## src/rtl/lb_uart_rx_buffer.sv

```systemverilog
// Receive FIFO behind the UART Rx core: captures {ferr, perr, data} on each rx_done rising edge.
// Optional registered level interrupt enabled by defining LB_UART_RX_BUF_IRQ_EN.
module lb_uart_rx_buffer #(
    parameter int unsigned DEPTH     = 16,
    parameter int unsigned AW        = 4,
    parameter int unsigned IRQ_LEVEL = 1
) (
    input  logic          clk,
    input  logic          reset,
    input  logic [7:0]    rx_data,
    input  logic          rx_done,
    input  logic          rx_perr,
    input  logic          rx_ferr,
    input  logic          rd,
    input  logic          clr_ovr,
    output logic [7:0]    dout,
    output logic          dout_perr,
    output logic          dout_ferr,
    output logic          empty,
    output logic          full,
    output logic [AW:0]   count,
    output logic          overrun,
    output logic          irq
);

    if (DEPTH != (1 << AW) || DEPTH < 2) begin : g_bad_depth
        $error("lb_uart_rx_buffer: DEPTH must be a power of 2 >= 2 and equal 2**AW");
    end
    if (IRQ_LEVEL < 1 || IRQ_LEVEL > DEPTH) begin : g_bad_irq_level
        $error("lb_uart_rx_buffer: IRQ_LEVEL must lie in 1..DEPTH");
    end

    logic [9:0]    mem_q [DEPTH];
    logic [AW-1:0] wp_q, wp_d;
    logic [AW-1:0] rp_q, rp_d;
    logic [AW:0]   count_q, count_d;
    logic          done_q;
    logic          ovr_q, ovr_d;
    logic          push, pop, wr_en, ovr_set;

    always_comb begin
        empty   = (count_q == '0);
        full    = (count_q == (AW+1)'(DEPTH));
        push    = rx_done & ~done_q;
        pop     = rd & ~empty;
        // A simultaneous pop frees the slot, so a push at full is still accepted.
        wr_en   = push & (~full | pop);
        ovr_set = push & full & ~pop;

        wp_d    = wr_en ? wp_q + 1'b1 : wp_q;
        rp_d    = pop   ? rp_q + 1'b1 : rp_q;
        count_d = count_q;
        case ({wr_en, pop})
            2'b10:   count_d = count_q + 1'b1;
            2'b01:   count_d = count_q - 1'b1;
            default: count_d = count_q;
        endcase

        ovr_d = ovr_q;
        if (ovr_set)      ovr_d = 1'b1;
        else if (clr_ovr) ovr_d = 1'b0;
    end

    always_ff @(posedge clk) begin
        if (!reset) begin
            wp_q    <= '0;
            rp_q    <= '0;
            count_q <= '0;
            ovr_q   <= 1'b0;
            // Held high so a done level already present at release is not taken as a new byte.
            done_q  <= 1'b1;
        end else begin
            wp_q    <= wp_d;
            rp_q    <= rp_d;
            count_q <= count_d;
            ovr_q   <= ovr_d;
            done_q  <= rx_done;
        end
    end

    always_ff @(posedge clk) begin
        if (reset && wr_en) begin
            mem_q[wp_q] <= {rx_ferr, rx_perr, rx_data};
        end
    end

    always_comb begin
        dout      = mem_q[rp_q][7:0];
        dout_perr = mem_q[rp_q][8];
        dout_ferr = mem_q[rp_q][9];
        count     = count_q;
        overrun   = ovr_q;
    end

`ifdef LB_UART_RX_BUF_IRQ_EN
    logic irq_q;

    always_ff @(posedge clk) begin
        if (!reset) begin
            irq_q <= 1'b0;
        end else begin
            irq_q <= (count_q >= (AW+1)'(IRQ_LEVEL)) | ovr_q;
        end
    end

    assign irq = irq_q;
`else
    assign irq = 1'b0;
`endif

endmodule

```

## config.mk

```make
export PLATFORM = sky130hd
export DESIGN_NAME = lb_uart_rx_buffer
export DESIGN_NICKNAME = d
export VERILOG_FILES = /design/src/rtl/lb_uart_rx_buffer.sv
export SDC_FILE = /design/constraint.sdc
export NUM_CORES = 1
export LEC_CHECK = 0
export BUFFER_PORTS_ARGS = -buffer_cell sky130_fd_sc_hd__buf_2
export CAP_MARGIN = 20
export CORE_MARGIN = 4
export CORE_UTILIZATION = 40
export DETAILED_ROUTE_END_ITERATION = 10
export GPL_TIMING_DRIVEN = 0
export PLACE_DENSITY = 0.55
export SKIP_CTS_REPAIR_TIMING = 1
export SLEW_MARGIN = 20
export SYNTH_ARGS = -nofsm -noshare
export SYNTH_HDL_FRONTEND = slang
export SYNTH_SLANG_ARGS = --single-unit
```

## constraint.sdc

```tcl
create_clock -name clk -period 3 [get_ports clk]
set_clock_uncertainty 0.05 [all_clocks]
set_input_delay 0.3 -clock clk [delete_from_list [all_inputs] [get_ports clk]]
set_output_delay 0.3 -clock clk [all_outputs]
set_load 0.02 [all_outputs]
```

# Yosys cells after proc, flatten, opt, wreduce, memory -nomap -nowiden
# Memories as Yosys holds them, arrays and structs flattened. A register that Yosys moved wholly into a read port is not among the register bits.
# Index checks and enable logic that the tools add are counted.
dict set report word_totals {
  ramBits 160
  memories 1
  reg_bits 15
}
dict set report op_classes {
  bitwise_logic 10
  muxes 7
  n_eq_ne 3
  add_sub_neg 4
  n_reduce_logical 4
}
# name words word_bits read_ports rd_ports_with_merged_regs wr line_no
set memory_table {}
lappend memory_table {mem_q 16 10 1 1 1 33} ;# logic [9:0] mem_q [DEPTH];
# op count
set ops {}
lappend ops {{5-bit one-hot mux with 2 select lines} 1}
lappend ops {{4-bit by 1-bit adder with 4-bit output, second input constant} 2}
lappend ops {{4-bit two-way mux} 2}
lappend ops {{5-bit by 1-bit adder with 5-bit output, second input constant} 1}
lappend ops {{1-bit AND} 5}
lappend ops {{5-bit == test, second input constant} 1}
lappend ops {{5-bit logical NOT} 1}
lappend ops {{5-bit by 1-bit subtractor with 5-bit output, second input constant} 1}
lappend ops {{1-bit two-way mux} 4}
lappend ops {{1-bit NOT} 4}
lappend ops {{2-bit nonzero test} 2}
lappend ops {{2-bit by 1-bit == test with 1-bit output, second input constant} 1}
lappend ops {{2-bit == test, second input constant} 1}
lappend ops {{1-bit logical AND} 1}
lappend ops {{1-bit bitwise OR} 1}

# Longest topological paths before layout
dict set report depth {
  ltp_word 8
  mapped_depth 10
  depth_no_buf 10
}

# Least setup slack after synthesis
# No wires, ideal clock.
dict set report synth_path {
  kind {register to register}
  from {reg count_q[0], in the netlist count[0]}
  to {reg count_q[3], in the netlist count[3]}
  arrival_ns 2.588
  slack_ns 0.300
  setup_ns 0.062
  path_stages_with_launch 10
  path_buffers 0
  cell_sequence {dfxtp_1 -> or4_4 -> o21ai_4 -> inv_1 -> ha_1 -> ha_1 -> a21o_2 -> a21oi_1 -> or4b_2 -> nand3_1}
}
dict set report synth_via {
  elab_chain_len 7
  elab_cells_between_ends 13
  classes_between {2 x add/sub; 3 x eq/ne; 1 x mux; 5 x bitwise; 2 x reduce/logical}
}
# element line_no
set synth_lines {}
lappend synth_lines {{from (decl)} 36} ;# logic [AW:0] count_q, count_d;
lappend synth_lines {{from (signal assigned)} 75} ;# count_q <= count_d;
lappend synth_lines {{5-bit logical NOT (*)} 42} ;# empty = (count_q == '0);
lappend synth_lines {{1-bit NOT (*)} 45} ;# pop = rd & ~empty;
lappend synth_lines {{1-bit AND (*)} 45}
lappend synth_lines {{via pop} 39} ;# logic push, pop, wr_en, ovr_set;
lappend synth_lines {{1-bit bitwise OR} 47} ;# wr_en = push & (~full | pop);
lappend synth_lines {{1-bit AND} 47}
lappend synth_lines {{2-bit by 1-bit == test with 1-bit output / 2-bit == test (equally long branches)} 53} ;# case ({wr_en, pop})
lappend synth_lines {{5-bit one-hot mux with 2 select lines / 2-bit nonzero test (equally long branches)} -}
# Mark *: on every way through the listed nets, which the timed path passes. The rest lies on a longest branch.
# A chain may end at the register's enable or synchronous reset.

==> flow_metrics.py <==
metrics = {
    "placed_design": {
        "dp_hpwl_um": 9230,
        "gp_congestion": 0.775,
        "pre_cts_slack_ns": 0.00689,
        "io_buffer_count": 32,
    },
    "clock_tree": {
        "clk_path_buf_depth": 2,
        "clk_pin_slew_ns": 0.06,
        "cts-root-buf": "clkbuf_16",
        "numCtsBuffers": 17,
        "cts_sinks": 179,
        "htreeDepth": 4,
        "cts_tree": "yes",
        "insertion_delay_ns": 0.42,
    },
    "sta": {
        "worstMarginPinSlew_ns": 1.06,
        "finalCriticalPeriod_ns": 2.91,
        "hold_slack_ns": 0.0497,
        "drv_slew": 0,
        "fin_crit_sh_pct": 97.0,
        "hold_violations": 0,
        "fin_setup_tns_ns": 0,
        "max_freq_mhz": 344,
        "setup_ws_ns": 0.0888,
        "slew_headroom_pct": 28.9,
        "rsz0062_at_grt": "no",
        "setup_viol": 0,
    },
    "synth": {
        "seq_area_frac_synth_pct": 73.5,
        "synth_warnings": 0,
        "async_reset_ff_share_pct": 0,
        "synth_cell_types": 37,
        "ys.flop_type": "edfxtp_1",
        "synth_nets": 403,
        "synth_seq_cells": 179,
        "yosysTopAreaCellShare_pct": 68.1,
        "synth_edf_count": 160,
        "netlist_instances": 378,
        "synth_area_um2": 7050,
        "synth_area_leaders": "edfxtp_1, mux4_2, dfxtp_1",
        "synth_top_cell_by_area": "edfxtp_1",
        "avgSynthCellArea_um2": 18.7,
    },
    "global_route": {
        "top_usage_layer": "met2",
        "grt_use_total_pct": 15.3,
        "gr-total-overflow": 0,
        "met2_usage_pct": 25.1,
        "grt_pass1_vias": 3715,
        "grt_pass1_wl_um": 22200,
        "met3_usage_pct": 3.46,
        "globalRouteMet1Util_pct": 20.2,
        "grt_max_degree": 17,
        "grt_antenna_before_repair": 0,
    },
    "min_path": {
        "hp-start": "rx_done",
        "hold_path.class": "input port to flip-flop",
        "whs_path_depth": 2,
        "hold_end": "done_q",
    },
    "drt": {
        "first_iter_violations": 301,
        "drt_first_pass_iters": 4,
        "drc": 0,
        "wirelength_um": 14400,
        "num_vias": 3536,
        "ant_nets": 0,
        "wl_per_cell_um": 21.5,
        "routed_via_density": 5.28,
    },
    "worst_setup_path": {
        "worstRegToRegCells": 9,
        "crit_arrival_ns": 2.56,
        "r2r-start": "count[0]",
        "rrSetupSlack_ns": 0.19,
        "cp-start-kind": "flip-flop",
        "critPathKind": "flip-flop to output port",
        "crit_required_ns": 2.65,
        "cp_max_fo": 10,
        "timing.rr.end": "count[3]",
        "cp-end-kind": "output port",
    },
    "floorplanning": {
        "floorplan.initialDensity_pct": 40.8,
        "core_um2": 17300,
        "fp.dieH_um": 141,
        "top_level_ports": 34,
        "die_w_um": 141,
        "die_area_um2": 19800,
        "core.rowCount": 48,
    },
    "final_layout": {
        "seqCellArea_um2": 5180,
        "n_fill_cell": 1489,
        "multi_input_area_um2": 1810,
        "drive_gt1_share_pct": 27.6,
        "fin_nets": 457,
        "area_growth_pct": 15.1,
        "diodes": 0,
    },
    "pwr": {
        "ir_drop_mv": 0.427,
        "power.leakage_nw": 2.63,
        "power_density_nw_per_um2": 694,
    },
    "run_status": {
        "status": "completed",
    },
    "flow_run": {
        "maxCapViolCount": 0,
    },
}
[worst max-delay path by stage]
stage	slack [ns]	end	cells past startpoint	startpoint
2_1_floorplan	0.30	count[3]	9	count[0]
3_3_place_gp	0.06	count[4]	10	count[0]
3_5_place_dp	0.007	count[4]	10	count[0]
4_1_cts	-0.01	count[4]	10	count[0]
5_1_grt	0.01	dout[6]	6	flip-flop
6_report	0.09	dout[6]	5	flip-flop
[kinds of logic (layout without fill, tap and decap cells)]
kind of cell | Yosys count | in the layout | synth area share [%]
adders and majority gates | 10 | 10 | 1.88
AOI/OAI and AO/OA | 33 | 33 | 3.41
other | 1 | 1 | 0.0532
DFF | 179 | 179 | 73.5
muxes | 44 | 44 | 13.3
buffers and inverters | 25 | 92 | 1.45
xor gates and xnor gates | 5 | 5 | 0.621
and+or+nand+nor | 81 | 81 | 5.73
[through the flow]
stage,std cells,power (mW),utilization (%),cell area (um^2)
2_1_floorplan,378,3.37,-,7050
3_3_place_gp,635,3.58,43.3,7490
3_5_place_dp,638,3.59,43.5,7530
4_1_cts,670,5.66,46.7,8080
5_1_grt,670,5.87,46.9,8120
6_report,670,5.63,46.9,8120
[layout make-up]
cell class	instances	area share [%]
inverters	9	0.416
plain buffers	16	0.848
repair buffers	35	2.25
clock buffers	19	5.33
multi-input cells	174	22.4
well taps	225	3.47
flip-flops and latches	179	63.9
clock inverters	13	1.45
[flip-flops by register name, indices dropped and copies added (netlist names), named ones only]
name	count
mem_q	160
count	5
rp_q	4
wp_q	4
done_q	1
overrun	1
[worst max-delay path, cell delays in order (launching register included)]
cell and delay [ns]:
dfxtp_1 0.36, clkbuf_1 0.66, mux4_2 0.42, a22oi_1 0.37, nand2_1 0.13, buf_2 0.19
[where the power goes]
group	internal, mW	total [mW]	switching [mW]
registers	2.74	2.79	0.0447
clock network	1.21	2.08	0.872
logic	0.337	0.764	0.428
total	4.29	5.63	1.34
[cells in the final DEF (no fill, tap or decap), types with 6 or more instances in the layout]
cell | synthesis | routed
edfxtp_1 | 160 | 160
mux4_2 | 40 | 40
buf_2 | 4 | 36
nand2_1 | 21 | 21
a22oi_1 | 20 | 20
dfxtp_1 | 19 | 19
clkbuf_16 | 0 | 17
nor2_1 | 24 | 13
clkbuf_1 | 9 | 11
nor2_2 | 0 | 11
and2_1 | 10 | 10
inv_1 | 9 | 9
ha_1 | 9 | 9
nand2b_1 | 6 | 6
nand3_1 | 6 | 6
[routing by layer]
| metal | wire (um) | up-vias |
|---|---|---|
| met1 | 6380 | 1832 |
| met4 | 257 | 0 |
| met2 | 7240 | 74 |
| met3 | 508 | 15 |
| met5 | 0 | - |
| li1 | - | 1615 |
[synthesized netlist by cell type, types with 6 or more instances]
| library cell | n |
|---|---|
| edfxtp_1 | 160 |
| mux4_2 | 40 |
| nor2_1 | 24 |
| nand2_1 | 21 |
| a22oi_1 | 20 |
| dfxtp_1 | 19 |
| and2_1 | 10 |
| clkbuf_1 | 9 |
| ha_1 | 9 |
| inv_1 | 9 |
| nand2b_1 | 6 |
| nand3_1 | 6 |
No activity file was read; power rests on OpenSTA's default activity.
